===== config.mk =====
export PLATFORM = sky130hd
export DESIGN_NAME = program_loader_flat
export DESIGN_NICKNAME = d
export VERILOG_FILES = /design/src/rtl/program_loader_pkg.sv /design/src/rtl/program_loader_if.sv /design/src/rtl/program_rom_16x8.sv /design/src/rtl/program_loader.sv /design/src/flat_wrapper.sv
export SDC_FILE = /design/constraint.sdc
export NUM_CORES = 1
export LEC_CHECK = 0
export BUFFER_PORTS_ARGS = -buffer_cell sky130_fd_sc_hd__buf_2
export CORE_MARGIN = 2
export CORE_UTILIZATION = 32
export CTS_CLUSTER_DIAMETER = 60
export DETAILED_ROUTE_END_ITERATION = 7
export GPL_ROUTABILITY_DRIVEN = 0
export PLACE_DENSITY = 0.43
export SETUP_SLACK_MARGIN = 0.5
export SYNTH_ARGS = -nofsm -noshare
export SYNTH_HDL_FRONTEND = slang
export SYNTH_SLANG_ARGS = --single-unit

===== constraint.sdc =====
create_clock -name clock -period 6.1 [get_ports clock]
set_clock_uncertainty 0.05 [all_clocks]
set_input_delay 0.61 -clock clock [delete_from_list [all_inputs] [get_ports clock]]
set_output_delay 0.61 -clock clock [all_outputs]
set_load 0.01 [all_outputs]

===== src/rtl/program_loader_pkg.sv =====
// program_loader_pkg: shared widths, loader state encoding and the NOP word.
package program_loader_pkg;
    localparam int ADDR_W = 4;
    localparam int INSTR_W = 8;
    localparam int NIB_W = 4;
    localparam logic [INSTR_W-1:0] NOP = 8'h00;
    typedef enum logic [1:0] {
        ST_RUN = 2'd0,
        ST_LOAD_HI = 2'd1,
        ST_LOAD_LO = 2'd2,
        ST_FINISH = 2'd3
    } state_e;
endpackage


===== src/rtl/program_loader_if.sv =====
// program_loader_if: user load port plus CPU fetch/hold signals of the loader.
interface program_loader_if;
    import program_loader_pkg::*;
    logic load_en;
    logic nib_valid;
    logic [NIB_W-1:0] nib_data;
    logic nib_ready;
    logic [ADDR_W-1:0] pc_addr;
    logic [INSTR_W-1:0] instr;
    logic cpu_hold;
    logic load_done;
    logic [ADDR_W-1:0] wr_addr;
    modport master (
        output load_en, nib_valid, nib_data, pc_addr,
        input nib_ready, instr, cpu_hold, load_done, wr_addr
    );
    modport slave (
        input load_en, nib_valid, nib_data, pc_addr,
        output nib_ready, instr, cpu_hold, load_done, wr_addr
    );
endinterface


===== src/rtl/program_rom_16x8.sv =====
// program_rom_16x8: register-array program store, sync write, registered read.
module program_rom_16x8
    import program_loader_pkg::*;
(
    input  logic clock,
    input  logic reset,
    input  logic we,
    input  logic rd_clr,
    input  logic [ADDR_W-1:0] wr_addr,
    input  logic [INSTR_W-1:0] wr_data,
    input  logic [ADDR_W-1:0] rd_addr,
    output logic [INSTR_W-1:0] rd_data
);
    logic [INSTR_W-1:0] mem_q [2**ADDR_W];
    logic [INSTR_W-1:0] mem_d [2**ADDR_W];
    logic [INSTR_W-1:0] rd_q, rd_d;
    always_comb begin
        mem_d = mem_q;
        if (we) mem_d[wr_addr] = wr_data;
        rd_d = rd_clr ? NOP : mem_q[rd_addr];
    end
    always_ff @(posedge clock or posedge reset) begin
        if (reset) begin
            mem_q <= '{default: '0};
            rd_q <= '0;
        end else begin
            mem_q <= mem_d;
            rd_q <= rd_d;
        end
    end
    assign rd_data = rd_q;
endmodule


===== src/rtl/program_loader.sv =====
// program_loader: loads the program store from nibble pairs while holding the CPU,
// otherwise serves registered instructions for the fetch address.
module program_loader
    import program_loader_pkg::*;
(
    input logic clock,
    input logic reset,
    program_loader_if.slave bus
);
    state_e state_q, state_d;
    logic load_en_q;
    logic [ADDR_W-1:0] wr_addr_q, wr_addr_d;
    logic [NIB_W-1:0] hi_q, hi_d;
    logic cpu_hold_q, cpu_hold_d;
    logic start, we, rd_clr;
    always_comb begin
        start = bus.load_en & ~load_en_q;
        state_d = state_q;
        wr_addr_d = wr_addr_q;
        hi_d = hi_q;
        we = 1'b0;
        case (state_q)
            ST_RUN: if (start) begin
                state_d = ST_LOAD_HI;
                wr_addr_d = '0;
            end
            ST_LOAD_HI: if (!bus.load_en) begin
                state_d = ST_RUN;
                wr_addr_d = '0;
            end else if (bus.nib_valid) begin
                hi_d = bus.nib_data;
                state_d = ST_LOAD_LO;
            end
            ST_LOAD_LO: if (!bus.load_en) begin
                state_d = ST_RUN;
                wr_addr_d = '0;
            end else if (bus.nib_valid) begin
                we = 1'b1;
                state_d = (wr_addr_q == '1) ? ST_FINISH : ST_LOAD_HI;
                wr_addr_d = (wr_addr_q == '1) ? wr_addr_q : wr_addr_q + 1'b1;
            end
            ST_FINISH: begin
                state_d = ST_RUN;
                wr_addr_d = '0;
            end
            default: state_d = ST_RUN;
        endcase
        cpu_hold_d = state_d != ST_RUN;
        // instr reads NOP from the start edge until the first RUN cycle
        rd_clr = (state_q != ST_RUN) | start;
    end
    always_ff @(posedge clock or posedge reset) begin
        if (reset) begin
            state_q <= ST_RUN;
            load_en_q <= 1'b0;
            wr_addr_q <= '0;
            hi_q <= '0;
            cpu_hold_q <= 1'b0;
        end else begin
            state_q <= state_d;
            load_en_q <= bus.load_en;
            wr_addr_q <= wr_addr_d;
            hi_q <= hi_d;
            cpu_hold_q <= cpu_hold_d;
        end
    end
    program_rom_16x8 u_rom (
        .clock(clock),
        .reset(reset),
        .we(we),
        .rd_clr(rd_clr),
        .wr_addr(wr_addr_q),
        .wr_data({hi_q, bus.nib_data}),
        .rd_addr(bus.pc_addr),
        .rd_data(bus.instr)
    );
    assign bus.nib_ready = (state_q == ST_LOAD_HI) | (state_q == ST_LOAD_LO);
    assign bus.load_done = state_q == ST_FINISH;
    assign bus.cpu_hold = cpu_hold_q;
    assign bus.wr_addr = wr_addr_q;
endmodule


===== src/flat_wrapper.sv =====
// flat-port wrapper written by rule: the top's interface ports become plain ports
module program_loader_flat import program_loader_pkg::*;
  (clock, reset, bus_load_en, bus_nib_valid, bus_nib_data, bus_pc_addr, bus_nib_ready, bus_instr, bus_cpu_hold, bus_load_done, bus_wr_addr);
  program_loader_if bus_i ();
  input logic clock;
  input logic reset;
  input wire logic [$bits(bus_i.load_en)-1:0] bus_load_en;
  input wire logic [$bits(bus_i.nib_valid)-1:0] bus_nib_valid;
  input wire logic [$bits(bus_i.nib_data)-1:0] bus_nib_data;
  input wire logic [$bits(bus_i.pc_addr)-1:0] bus_pc_addr;
  output wire logic [$bits(bus_i.nib_ready)-1:0] bus_nib_ready;
  output wire logic [$bits(bus_i.instr)-1:0] bus_instr;
  output wire logic [$bits(bus_i.cpu_hold)-1:0] bus_cpu_hold;
  output wire logic [$bits(bus_i.load_done)-1:0] bus_load_done;
  output wire logic [$bits(bus_i.wr_addr)-1:0] bus_wr_addr;
  assign bus_i.load_en = bus_load_en;
  assign bus_i.nib_valid = bus_nib_valid;
  assign bus_i.nib_data = bus_nib_data;
  assign bus_i.pc_addr = bus_pc_addr;
  assign bus_nib_ready = bus_i.nib_ready;
  assign bus_instr = bus_i.instr;
  assign bus_cpu_hold = bus_i.cpu_hold;
  assign bus_load_done = bus_i.load_done;
  assign bus_wr_addr = bus_i.wr_addr;
  program_loader u_core (.clock(clock), .reset(reset), .bus(bus_i));
endmodule

# Word level (Yosys, flattened, before mapping)
# Index checks and enable logic that the tools add are counted.
# totals
reg_bits	148
input_bits	12
word_cells	69
# op_classes
n_addsub	1
order_cmp	3
n_eq_ne	8
muxes	23
n_bitwise	6
reduce_logical	6
# ops
operator	n
$bwmux 128	1
$bmux 8 s4	1
$demux 8 s4	1
$mux 8	4
$mux 4	5
$pmux 4 s4	1
$mux 2	6
$ge 5x5->1 const B	2
$not 4->5	2
$pmux 2 s4	1
$ne 3x3->1 const B	2
$lt 5x1->1 const B	1
$add 4x1->4 const B	1
$eq 2x2->1 const B	2
$eq 4x4->1 const B	1
$reduce_and 4->1	1
$reduce_bool 2->1	2
$mux 1	3
$reduce_and 3->1	1
$eq 2x1->1 const B	1
$logic_not 2->1	1
$ne 2x1->1 const B	1
$ne 2x2->1 const B	1
$or 1x1->1	2
3 further kinds	3

# Longest topological paths before layout
# logic_depth
word_depth	6
ltp_mapped	7
ltp_nobuf	6

# By module
# Synthesis repeated with hierarchy kept, for this count alone.
# hier_totals
hier_cells	459
area_unflattened_um2	6804.0
# modules_own_cells
mod	n_inst	cells_per_inst	area_per_inst_um2
program_rom_16x8	1	398	6124.6
program_loader	1	61	679.4

# Worst setup path after synthesis
# OpenSTA, ideal clock, no wires.
# synth_timing
kind	input to register
start	in bus_pc_addr[0]
end	reg u_core.u_rom.rd_q[0] (netlist: u_core.u_rom.rd_data[0])
setup_ps	131
arrival_ps	1824
required_ps	5919
path_slack_ps	4095
cell_stages	5
path_cell_list	buf_2 > buf_2 > mux4_2 > nor2_1 > o22ai_1
# synth_via
elab_chain_cells	5
# synth_lines
element	line_no	source
from (decl)	flat_wrapper.sv:10	input wire logic [$bits(bus_i.pc_addr)-1:0] bus_pc_addr;
$not 4->5 (not written as such)	program_rom_16x8.sv:20	rd_d = rd_clr ? NOP : mem_q[rd_addr];
$bmux 8 s4	program_rom_16x8.sv:20	
$mux 8 (not written as such) (2 in series)	program_rom_16x8.sv:20	
$mux 8	program_rom_16x8.sv:20	
named net u_core.u_rom.rd_d[0]	program_rom_16x8.sv:16	logic [INSTR_W-1:0] rd_q, rd_d;
to (signal assigned)	program_rom_16x8.sv:28	rd_q <= rd_d;
to (decl)	program_rom_16x8.sv:16	
# The timed path passes the listed nets, and every way through them passes these cells. The select of a mux whose other input is x is not followed.
# A chain may end at the register's enable or synchronous reset.

# Worst setup path in the final report
# layout_timing
start	reg u_core.state_q[0]
end	reg u_core.u_rom.mem_q[125] (netlist bit)
# layout_via
elab_chain_cells	2
# layout_lines
element	line_no	source
from (decl)	program_loader.sv:10	state_e state_q, state_d;
from (signal assigned)	program_loader.sv:60	state_q <= state_d;
$eq 2x2->1	program_loader.sv:22	case (state_q)
$mux 1	program_loader.sv:22	
to (signal assigned)	program_rom_16x8.sv:27	mem_q <= mem_d;
to (decl)	program_rom_16x8.sv:14	logic [INSTR_W-1:0] mem_q [2**ADDR_W];
# Every way passes these cells.

==> results.json <==
{
  "finalHoldViolCount": 0,
  "htreeDepth": 4,
  "synth_edf_count": 0,
  "synth.net_count": 480,
  "path_class": "flip-flop to flip-flop",
  "multi_input_area_um2": 2950,
  "power.total_mw": 2.50,
  "power_leakage_nw": 3.74,
  "avgSynthCellArea_um2": 14.8,
  "tns_ns": 0,
  "final_util_pct": 37.5,
  "area_growth_syn_to_layout_pct": 15.3,
  "layout.nets": 501,
  "drv_slew": 0,
  "ant_nets": 0,
  "synthDistinctLibCells": 36,
  "max_freq_mhz": 403,
  "rows": 53,
  "initial_core_util_pct": 32.5,
  "hold_class": "input port to asynchronous set/reset pin",
  "drt-initial-drc-count": 163,
  "dpl.hpwl_mm": 10.2,
  "cp.required_ns": 6.35,
  "clk_latency_ns": 0.42,
  "relSlewSlack_pct": 24.3,
  "status": "finished clean",
  "grt_pass1_vias": 4262,
  "start_kind": "flip-flop",
  "numCtsBuffers": 17,
  "synth_area_um2": 6790,
  "drc": 0,
  "grtUsageTotal_pct": 16.1,
  "place_area_um2": 7170,
  "num_antenna_cells": 0,
  "rsz0062_at_grt": "no",
  "grt_pass1_wl_mm": 26.1,
  "core_um2": 20900,
  "power_density_nw_per_um2": 319,
  "reg2reg_slack_ns": 3.62,
  "drv_cap": 0,
  "tritoncts": "built",
  "register_area_um2": 3700,
  "path_clk_slew_ns": 0.06,
  "crit_path_end_kind": "flip-flop",
  "viasPerCell": 5.06,
  "arrival_ns": 2.73,
  "grt_overflow": 0,
  "ys_warn_count": 0,
  "cts_hold_buf": 0,
  "peakVddDrop_v": 0.000175,
  "final.min_clock_period_ns": 2.48,
  "clk_path_buf_depth": 2,
  "async_reset_ff_share_pct": 100,
  "nFillCells": 2009,
  "place_ws_ns": 3.45,
  "postCtsSetupBuffers": 0,
  "numPortBuffers": 26,
  "finalSetupViolations": 0,
  "path_max_fanout": 8,
  "grt_max_degree": 96,
  "fin_ws_ns": 3.62,
  "grt_antenna_before_repair": 0,
  "wirelength_mm": 16.5,
  "io_pins": 27,
  "die-area_um2": 22400,
  "tightest_slew_ns": 1.14,
  "synth.ff_latch_count": 148,
  "cts_root_buf": "clkbuf_16",
  "synthFlopType": "dfrtp_1",
  "die_w_um": 150,
  "die_h_um": 150,
  "netlist_instances": 459,
  "vias": 3886,
  "dr.pass1.iters": 4,
  "period_share_pct": 40.6,
  "wl_per_cell_um": 21.4,
  "seq_area_frac_synth_pct": 54.6,
  "layout-drive-gt1-share_pct": 49.9,
  "cts_num_sinks": 148,
  "final_cell_mix": "148 x mux2_2, 148 x dfrtp_1, 26 x buf_2, 23 x mux4_2, 17 x clkbuf_16",
  "cts_resized": 0,
  "postLayoutCellArea_um2": 7830
}
-- routing by layer --
| layer | global-route usage [%] | vias to the layer above | wire [µm] |
|---|---|---|---|
| met5 | 0 | - | 0 |
| met4 | 4.76 | 0 | 227 |
| met3 | 3.87 | 13 | 506 |
| met2 | 26.1 | 55 | 8090 |
| met1 | 21.7 | 2077 | 7630 |
| li1 | - | 1741 | - |
-- worst paths after layout --
kind	startpoint	end	cells after the start
hold reg to reg	u_core.u_rom.mem_q[30]$_DFFE_PP0P_	u_core.u_rom.mem_q[30]$_DFFE_PP0P_	1
hold / removal	reset	u_core.u_rom.mem_q[90]$_DFFE_PP0P_	2
setup reg to reg	u_core.state_q[0]$_DFF_PP0_	u_core.u_rom.mem_q[125]$_DFFE_PP0P_	5
setup / recovery	u_core.state_q[0]$_DFF_PP0_	u_core.u_rom.mem_q[125]$_DFFE_PP0P_	5
max in group asynchronous	reset	u_core.state_q[0]$_DFF_PP0_	3
min in group clock	bus_load_en	u_core.load_en_q$_DFF_PP0_	1
-- state kept, by name, summed over array words and instances (netlist names) --
| register | count |
|---|---|
| u_core.u_rom.rd_data | 8 |
| u_core.hi_q | 4 |
| u_core.state_q | 2 |
| u_core.u_rom.mem_q | 128 |
| u_core.bus.cpu_hold | 1 |
| u_core.bus.wr_addr | 4 |
| u_core.load_en_q | 1 |
-- power breakdown --
group / internal [mW] / switching [mW]
logic: 0.0952 / 0.136
registers: 1.03 / 0.0853
clock network: 0.751 / 0.404
total: 1.87 / 0.625
-- cell families after synthesis --
logic type	count (synthesis)	share of synthesized area [%]
fa+ha+maj	9	1.66
simple gates	61	5.12
compound gates	26	2.71
buf+inv	32	2.01
mux	183	33.9
flops	148	54.6
-- Yosys cell counts, types with 2 or more instances --
cell type  number  area, µm²
a22o_1          2       17.5
and3_1          2       12.5
buf_2           7       35.0
buf_4           2       15.0
clkbuf_1       16       60.1
dfrtp_1       148       3700
ha_1            9        113
inv_1           6       22.5
mux2_2        148       1670
mux2i_1        12        120
mux4_2         23        518
nand2_1        10       37.5
nand2b_1        3       18.8
nand3_1         6       30.0
nand3b_1        3       22.5
nand4_1         3       18.8
nor2_1         10       37.5
nor2_2         12       75.1
o21ai_0         4       20.0
o221ai_1        7       61.3
o22ai_1         8       50.1
o31ai_1         2       15.0
or3_1           3       18.8
-- per-stage QoR --
step	instances	hold WS, ns
6_report	768	0.312
4_1_cts	768	0.335
5_1_grt	768	0.346
2_1_floorplan	459	0.424
3_5_place_dp	736	0.438
3_3_place_gp	736	0.432
-- critical path, cell delays in order (launching register included) --
cell     delay, ns
dfrtp_1       0.40
inv_1         0.11
ha_1          0.29
nand4_1       0.31
nor3_2        0.78
mux2_2        0.41
-- area by class of cell --
| cell class | count | area share [%] |
|---|---|---|
| sequential | 148 | 47.3 |
| clock inverter | 7 | 1.81 |
| clock buffer | 25 | 6.59 |
| tap | 275 | 4.40 |
| multi-input combinational | 279 | 37.7 |
| timing repair buffer | 28 | 1.85 |
| inverter | 6 | 0.352 |
No activity file was read; power rests on OpenSTA's default activity.
